### src/rtl/bf_pkg.sv
// Shared definitions for the BF program sequencer: state encoding, opcodes, widths.
package bf_pkg;

    localparam int unsigned BYTE_W    = 8;
    localparam int unsigned STATE_W   = 2;
    localparam int unsigned RUN_CYC_W = 32;

    typedef enum logic [STATE_W-1:0] {
        ST_IDLE = 2'd0,
        ST_LOAD = 2'd1,
        ST_RUN  = 2'd2,
        ST_HALT = 2'd3
    } bf_state_e;

    localparam logic [BYTE_W-1:0] OP_NULL  = 8'h00;
    localparam logic [BYTE_W-1:0] OP_INC   = 8'h2B;
    localparam logic [BYTE_W-1:0] OP_IN    = 8'h2C;
    localparam logic [BYTE_W-1:0] OP_DEC   = 8'h2D;
    localparam logic [BYTE_W-1:0] OP_OUT   = 8'h2E;
    localparam logic [BYTE_W-1:0] OP_LEFT  = 8'h3C;
    localparam logic [BYTE_W-1:0] OP_RIGHT = 8'h3E;
    localparam logic [BYTE_W-1:0] OP_JZ    = 8'h5B;
    localparam logic [BYTE_W-1:0] OP_JNZ   = 8'h5D;

    function automatic logic is_terminator(input logic [BYTE_W-1:0] b);
        return b == OP_NULL;
    endfunction

endpackage

### src/rtl/bf_halt_detect.sv
// Halt detector: flags a core that has sat on a terminator byte at the same
// address for three consecutive enabled cycles.
module bf_halt_detect
    import bf_pkg::*;
#(
    parameter int unsigned ADDR_W = 9
) (
    input  logic              clk,
    input  logic              reset,
    input  logic [ADDR_W-1:0] addr,
    input  logic [BYTE_W-1:0] data,
    input  logic              enable,
    output logic              halted
);

    localparam logic [1:0] CNT_MAX = 2'd3;

    logic [ADDR_W-1:0] addr_q;
    logic [1:0]        cnt_q;
    logic [1:0]        cnt_d;
    logic              stuck_c;

    // Count consecutive cycles parked on a terminator; any other cycle restarts the count.
    always_comb begin
        cnt_d   = 2'd0;
        stuck_c = enable && is_terminator(data) && (addr == addr_q);
        if (stuck_c) begin
            cnt_d = (cnt_q == CNT_MAX) ? CNT_MAX : cnt_q + 2'd1;
        end
    end

    // Previous-cycle address and the stuck counter.
    always_ff @(posedge clk) begin
        if (!reset) begin
            addr_q <= '0;
            cnt_q  <= 2'd0;
        end else begin
            addr_q <= addr;
            cnt_q  <= cnt_d;
        end
    end

    assign halted = (cnt_q == CNT_MAX);

endmodule

### src/rtl/bf_program_sequencer.sv
// BF program sequencer: loads a null-terminated program from the host into the
// code RAM, then runs the core against it and detects when it halts.
// Optional feature macro: BF_SEQ_CYCLE_COUNT_EN (run_cycles counter).
module bf_program_sequencer
    import bf_pkg::*;
#(
    parameter int unsigned ADDR_SIZE_CODE = 9
) (
    input  logic                      clk,
    input  logic                      reset,
    input  logic                      host_start,
    input  logic                      host_run,
    input  logic                      host_valid,
    input  logic [BYTE_W-1:0]         host_data,
    output logic                      host_ready,
    output logic                      core_reset_n,
    input  logic [ADDR_SIZE_CODE-1:0] core_addr_code,
    output logic [BYTE_W-1:0]         core_data_code,
    output logic [ADDR_SIZE_CODE-1:0] ram_addr,
    output logic [BYTE_W-1:0]         ram_wdata,
    output logic                      ram_we,
    input  logic [BYTE_W-1:0]         ram_rdata,
    output logic [STATE_W-1:0]        state,
    output logic [ADDR_SIZE_CODE-1:0] load_len,
    output logic                      load_overflow,
    output logic [RUN_CYC_W-1:0]      run_cycles
);

    localparam int unsigned DEPTH = 2 ** ADDR_SIZE_CODE;
    localparam logic [ADDR_SIZE_CODE-1:0] PTR_LAST = ADDR_SIZE_CODE'(DEPTH - 1);

    localparam logic [STATE_W-1:0] S_IDLE = ST_IDLE;
    localparam logic [STATE_W-1:0] S_LOAD = ST_LOAD;
    localparam logic [STATE_W-1:0] S_RUN  = ST_RUN;
    localparam logic [STATE_W-1:0] S_HALT = ST_HALT;

    logic [STATE_W-1:0]        state_q;
    logic [STATE_W-1:0]        state_d;
    logic [ADDR_SIZE_CODE-1:0] ptr_q;
    logic [ADDR_SIZE_CODE-1:0] ptr_d;
    logic                      ovf_q;
    logic                      ovf_d;
    logic                      crn_q;
    logic                      crn_d;
    logic                      halted;
    logic                      halt_en_c;

    // State, write pointer, overflow flag and core reset release.
    always_ff @(posedge clk) begin
        if (!reset) begin
            state_q <= S_IDLE;
            ptr_q   <= '0;
            ovf_q   <= 1'b0;
            crn_q   <= 1'b0;
        end else begin
            state_q <= state_d;
            ptr_q   <= ptr_d;
            ovf_q   <= ovf_d;
            crn_q   <= crn_d;
        end
    end

    // Next-state logic and the shared RAM port mux (host writes in LOAD, core reads in RUN).
    always_comb begin
        state_d        = state_q;
        ptr_d          = ptr_q;
        ovf_d          = ovf_q;
        host_ready     = 1'b0;
        ram_we         = 1'b0;
        ram_addr       = ptr_q;
        ram_wdata      = OP_NULL;
        core_data_code = OP_NULL;

        case (state_q)
            S_IDLE: begin
                if (host_start) begin
                    state_d = S_LOAD;
                    ptr_d   = '0;
                    ovf_d   = 1'b0;
                end else if (host_run) begin
                    state_d = S_RUN;
                end
            end
            S_LOAD: begin
                if (ptr_q == PTR_LAST) begin
                    // Last slot is reserved for a forced terminator.
                    ram_we    = reset;
                    ram_wdata = OP_NULL;
                    ovf_d     = 1'b1;
                    state_d   = S_IDLE;
                end else begin
                    host_ready = reset;
                    if (host_valid && host_ready) begin
                        ram_we    = 1'b1;
                        ram_wdata = host_data;
                        if (is_terminator(host_data)) begin
                            state_d = S_IDLE;
                        end else begin
                            ptr_d = ptr_q + 1'b1;
                        end
                    end
                end
            end
            S_RUN: begin
                ram_addr       = core_addr_code;
                core_data_code = ram_rdata;
                if (host_start) begin
                    state_d = S_LOAD;
                    ptr_d   = '0;
                    ovf_d   = 1'b0;
                end else if (halted) begin
                    state_d = S_HALT;
                end
            end
            S_HALT: begin
                if (host_start) begin
                    state_d = S_LOAD;
                    ptr_d   = '0;
                    ovf_d   = 1'b0;
                end else if (host_run) begin
                    state_d = S_RUN;
                end
            end
            default: begin
                state_d = S_IDLE;
            end
        endcase

        // Core leaves reset only after a full cycle in RUN; HALT keeps it out of reset.
        crn_d = ((state_q == S_RUN) && (state_d == S_RUN)) || (state_d == S_HALT);
    end

    assign halt_en_c = (state_q == S_RUN) && crn_q;

    bf_halt_detect #(
        .ADDR_W (ADDR_SIZE_CODE)
    ) u_halt_detect (
        .clk    (clk),
        .reset  (reset),
        .addr   (core_addr_code),
        .data   (ram_rdata),
        .enable (halt_en_c),
        .halted (halted)
    );

    assign state         = state_q;
    assign load_len      = ptr_q;
    assign load_overflow = ovf_q;
    assign core_reset_n  = crn_q;

`ifdef BF_SEQ_CYCLE_COUNT_EN
    logic [RUN_CYC_W-1:0] cyc_q;

    // Count cycles the core actually executes; restart on each RUN entry, saturate.
    always_ff @(posedge clk) begin
        if (!reset) begin
            cyc_q <= '0;
        end else if ((state_q != S_RUN) && (state_d == S_RUN)) begin
            cyc_q <= '0;
        end else if (halt_en_c && (cyc_q != {RUN_CYC_W{1'b1}})) begin
            cyc_q <= cyc_q + 1'b1;
        end
    end

    assign run_cycles = cyc_q;
`else
    assign run_cycles = '0;
`endif

endmodule

### config.mk
export PLATFORM = sky130hd
export DESIGN_NAME = bf_program_sequencer
export DESIGN_NICKNAME = d
export VERILOG_FILES = /design/src/rtl/bf_pkg.sv /design/src/rtl/bf_halt_detect.sv /design/src/rtl/bf_program_sequencer.sv
export SDC_FILE = /design/constraint.sdc
export NUM_CORES = 1
export LEC_CHECK = 0
export CAP_MARGIN = 15
export CORE_MARGIN = 5
export CORE_UTILIZATION = 34
export CTS_BUF_LIST = sky130_fd_sc_hd__clkbuf_8
export DETAILED_ROUTE_END_ITERATION = 10
export MAX_ROUTING_LAYER = met4
export PLACE_DENSITY = 0.78
export SYNTH_ARGS = -nofsm -noshare
export SYNTH_HDL_FRONTEND = slang
export SYNTH_SLANG_ARGS = --single-unit
export TNS_END_PERCENT = 30
### constraint.sdc
create_clock -name clk -period 2 [get_ports clk]
set_input_delay 0.6 -clock clk [delete_from_list [all_inputs] [get_ports clk]]
set_output_delay 0.6 -clock clk [all_outputs]
set_load 0.05 [all_outputs]
==> summary.txt <==
Synthesis
  – Post-synthesis sequential area ratio: 0.294
  – Yosys warns: 0
  – Asr flop ratio synth: 0
  – Synth cell types: 41
  – Average size of a mapped cell: 8.70 um^2
  – Flops & latches, synth: 24
  – Mapped cell area: 1640 um^2
  – Main flop type after synthesis: dfxtp_1
  – Mapped Cells: 188
  – EDFF count, synth: 0

Pwr
  – Cell Pwr Density: 480 nW/um^2
  – Internal: 0.893 mW
  – Total power: 1.40 mW
  – Clock Power Share: 0.232
  – Sw Pwr: 0.509 mW
  – Sw frac: 0.363
  – Max VDD drop: 0.000244 V
  – Pleak: 1.27 nW
  – Combinational share of power: 0.414
  – Flop pwr share: 0.354

Floorplan
  – Die width: 79.4 um
  – Core Region: 4690 um^2
  – Starting Density: 0.349
  – Die H: 79.4 um
  – Cell row count: 25
  – # IOs: 102
  – Die Area: 6300 um^2

Clocking
  – CTS Buffer Depth: 2
  – CTS Buf Count: 3
  – Clock Tree Root: clkbuf_8
  – CTS tree: yes
  – H-tree depth: 1
  – Worst-Skew Late Latency: 0.26 ns
  – TritonCTS Sinks: 24
  – Reg clk slew, reported paths: 0.08 ns

Final layout
  – Filler-free cell count of the finished design: 343
  – ANT cells: 0
  – Fraction of layout instances using a drive strength above 1: 0.439
  – Most frequent cells in the layout: 44 x buf_4, 32 x conb_1, 26 x clkdlybuf4s50_1
  – Post-route cell area: 2920 um^2
  – Most common cell after layout, fill and taps aside: buf_4
  – Final nets: 324
  – Area delta synth->final: 78.7%

Timing
  – Final hold viol count: 0
  – Fin Clk Skew: 0.00105 ns
  – Min setup slack post-route: -0.301 ns
  – RSZ-0062 raised after global routing: true
  – Max Slew Vio Count: 0
  – Final worst-path cycle share: 1.15
  – Hold WS: 0.532 ns
  – Min Tclk post-route: 2.30 ns
  – Achievable Freq: 435 MHz
  – Setup violators final: 19

Global route
  – GRT Util Overall: 0.155
  – Initial antenna violation count: 0
  – Vias in the first global route: 1,652
  – Congestion Overflow GR: 0
  – Wire length of the first global-routing pass: 7560 um
  – Pin count of the biggest net entering global routing: 20

Worst setup path
  – Crit path required time: 1.40 ns
  – Flop2flop setup slack: 0.05 ns
  – Reg-to-Reg End: load_len[7]
  – CP startpoint kind: flip-flop
  – RR Startpoint: load_len[0]
  – Crit end category: primary output
  – Worst Setup EP: ram_wdata[6]
  – Crit Path Max Fanout: 5
  – Reg2reg path depth: 9
  – Setup Crit Path Kind: reg -> out
  – Crit path from: load_len[0]
  – Worst EP arrival: 1.70 ns

Route
  – Number of remaining DRC errors: 0
  – DR vias/cell: 4.76
  – Routed wire length: 4800 um
  – First-pass DRT Iterations: 4
  – 1st-iter DRT viols: 70
  – Final ANT Viol Nets: 0
  – Wire per inst: 14.0 um
  – Via count: 1,634

Placed design
  – IO Port Bufs: 69
  – RD Place Congestion: 0.877
  – Pre-CTS WS: -0.443 ns
  – Placed wire-length estimate: 3860 um
  – DP Area: 2770 um^2
  – Placed Cells: 337

Run
  – Max Cap Viol: 0

Run status
  – Status: complete, but fails checks
  – Failing checks: negative setup slack

Hold path
  – Hold Crit Class: reg -> reg
-- synth_stat cells (2+ instances only) --
| cell | instances | area [um^2] |
|---|---|---|
| buf_4 | 32 | 240 |
| dfxtp_1 | 24 | 480 |
| and2_1 | 18 | 113 |
| nand2_1 | 12 | 45.0 |
| mux2_2 | 9 | 101 |
| xnor2_1 | 9 | 78.8 |
| and3_1 | 8 | 50.1 |
| a21oi_1 | 6 | 30.0 |
| nand3_1 | 6 | 30.0 |
| nand4_1 | 6 | 37.5 |
| inv_1 | 5 | 18.8 |
| clkbuf_1 | 4 | 15.0 |
| ha_1 | 4 | 50.1 |
| o21ai_0 | 4 | 20.0 |
| nor2_1 | 3 | 11.3 |
| o31ai_1 | 3 | 22.5 |
| or4_1 | 3 | 22.5 |
| a21boi_0 | 2 | 15.0 |
| buf_2 | 2 | 10.0 |
| buf_6 | 2 | 22.5 |
| mux2i_1 | 2 | 20.0 |
| nand2b_1 | 2 | 12.5 |
| nor3_1 | 2 | 10.0 |
| nor4_1 | 2 | 12.5 |
| nor4_2 | 2 | 25.0 |
-- metrics by stage --
step / setup TNS, ns / util
6_report: -3.37 / 0.623
5_1_grt: -4.62 / 0.623
4_1_cts: -3.55 / 0.619
3_5_place_dp: -7.32 / 0.590
3_3_place_gp: -6.41 / 0.590
2_1_floorplan: -1.35 / -
-- power by group through the flow --
| stage | registers [mW] | clock network [mW] | logic, mW |
|---|---|---|---|
| finish | 0.497 | 0.325 | 0.581 |
| global route | 0.499 | 0.355 | 0.610 |
| CTS | 0.497 | 0.332 | 0.575 |
| detailed placement | 0.506 | 0 | 0.553 |
| global placement | 0.505 | 0 | 0.549 |
| floorplan | 0.526 | 0 | 0.366 |
-- state kept, by name, summed over array words and instances, names as in the netlist --
signal / flops
load_len: 9
u_halt_detect.addr_q: 9
state: 2
u_halt_detect.cnt_q: 2
core_reset_n: 1
load_overflow: 1
-- what timing repair did --
action                                  4_1_cts  5_1_grt
endpoints found under the setup margin       30       30
hold buffers                                  0        0
buffers inserted                              0        1
resized for setup                            27        2
cloned                                        1        0
pin swaps                                     9        5
-- final cells by class --
| cell class | count | area [um^2] |
|---|---|---|
| fillers | 384 | 1770 |
| inverters | 5 | 21.3 |
| multi-input cells | 151 | 1080 |
| clock buffers | 4 | 55.1 |
| repair buffers | 105 | 1180 |
| flip-flops and latches | 24 | 513 |
| well taps | 54 | 67.6 |
-- critical path, stage by stage (launching register included) --
cell	delay, ns
dfxtp_4	0.36
ha_4	0.16
nand3_2	0.05
nor2_2	0.04
ha_2	0.18
and3b_2	0.30
and3_4	0.21
buf_12	0.13
-- logic make-up after synthesis --
logic type	after synthesis	share of synthesized area
AO/OA/AOI/OAI	24	0.0987
multiplexers	11	0.0742
adder cells (fa/ha/maj)	4	0.0306
buffers and inverters	45	0.187
XOR/XNOR	10	0.0536
flip-flops	24	0.294
AND/OR/NAND/NOR	69	0.259
other	1	0.00229
-- routing by layer --
| layer | routed length, um | GRT usage | up-vias |
|---|---|---|---|
| met5 | 0 | - | - |
| met4 | 51 | 0.0464 | 0 |
| met3 | 227 | 0.0170 | 4 |
| met2 | 2470 | 0.280 | 63 |
| met1 | 2040 | 0.180 | 763 |
| li1 | - | - | 804 |
-- worst min-delay path by stage --
stage,start,endpoint,cells past startpoint
2_1_floorplan,u_halt_detect.cnt_q[1],u_halt_detect.cnt_q[0],2
3_3_place_gp,u_halt_detect.cnt_q[1],u_halt_detect.cnt_q[0],2
3_5_place_dp,u_halt_detect.cnt_q[0],u_halt_detect.cnt_q[1],2
4_1_cts,u_halt_detect.cnt_q[0],u_halt_detect.cnt_q[1],2
5_1_grt,u_halt_detect.cnt_q[1],u_halt_detect.cnt_q[1],2
6_report,u_halt_detect.cnt_q[1],u_halt_detect.cnt_q[0],2
No activity file was read; power rests on OpenSTA's default activity.
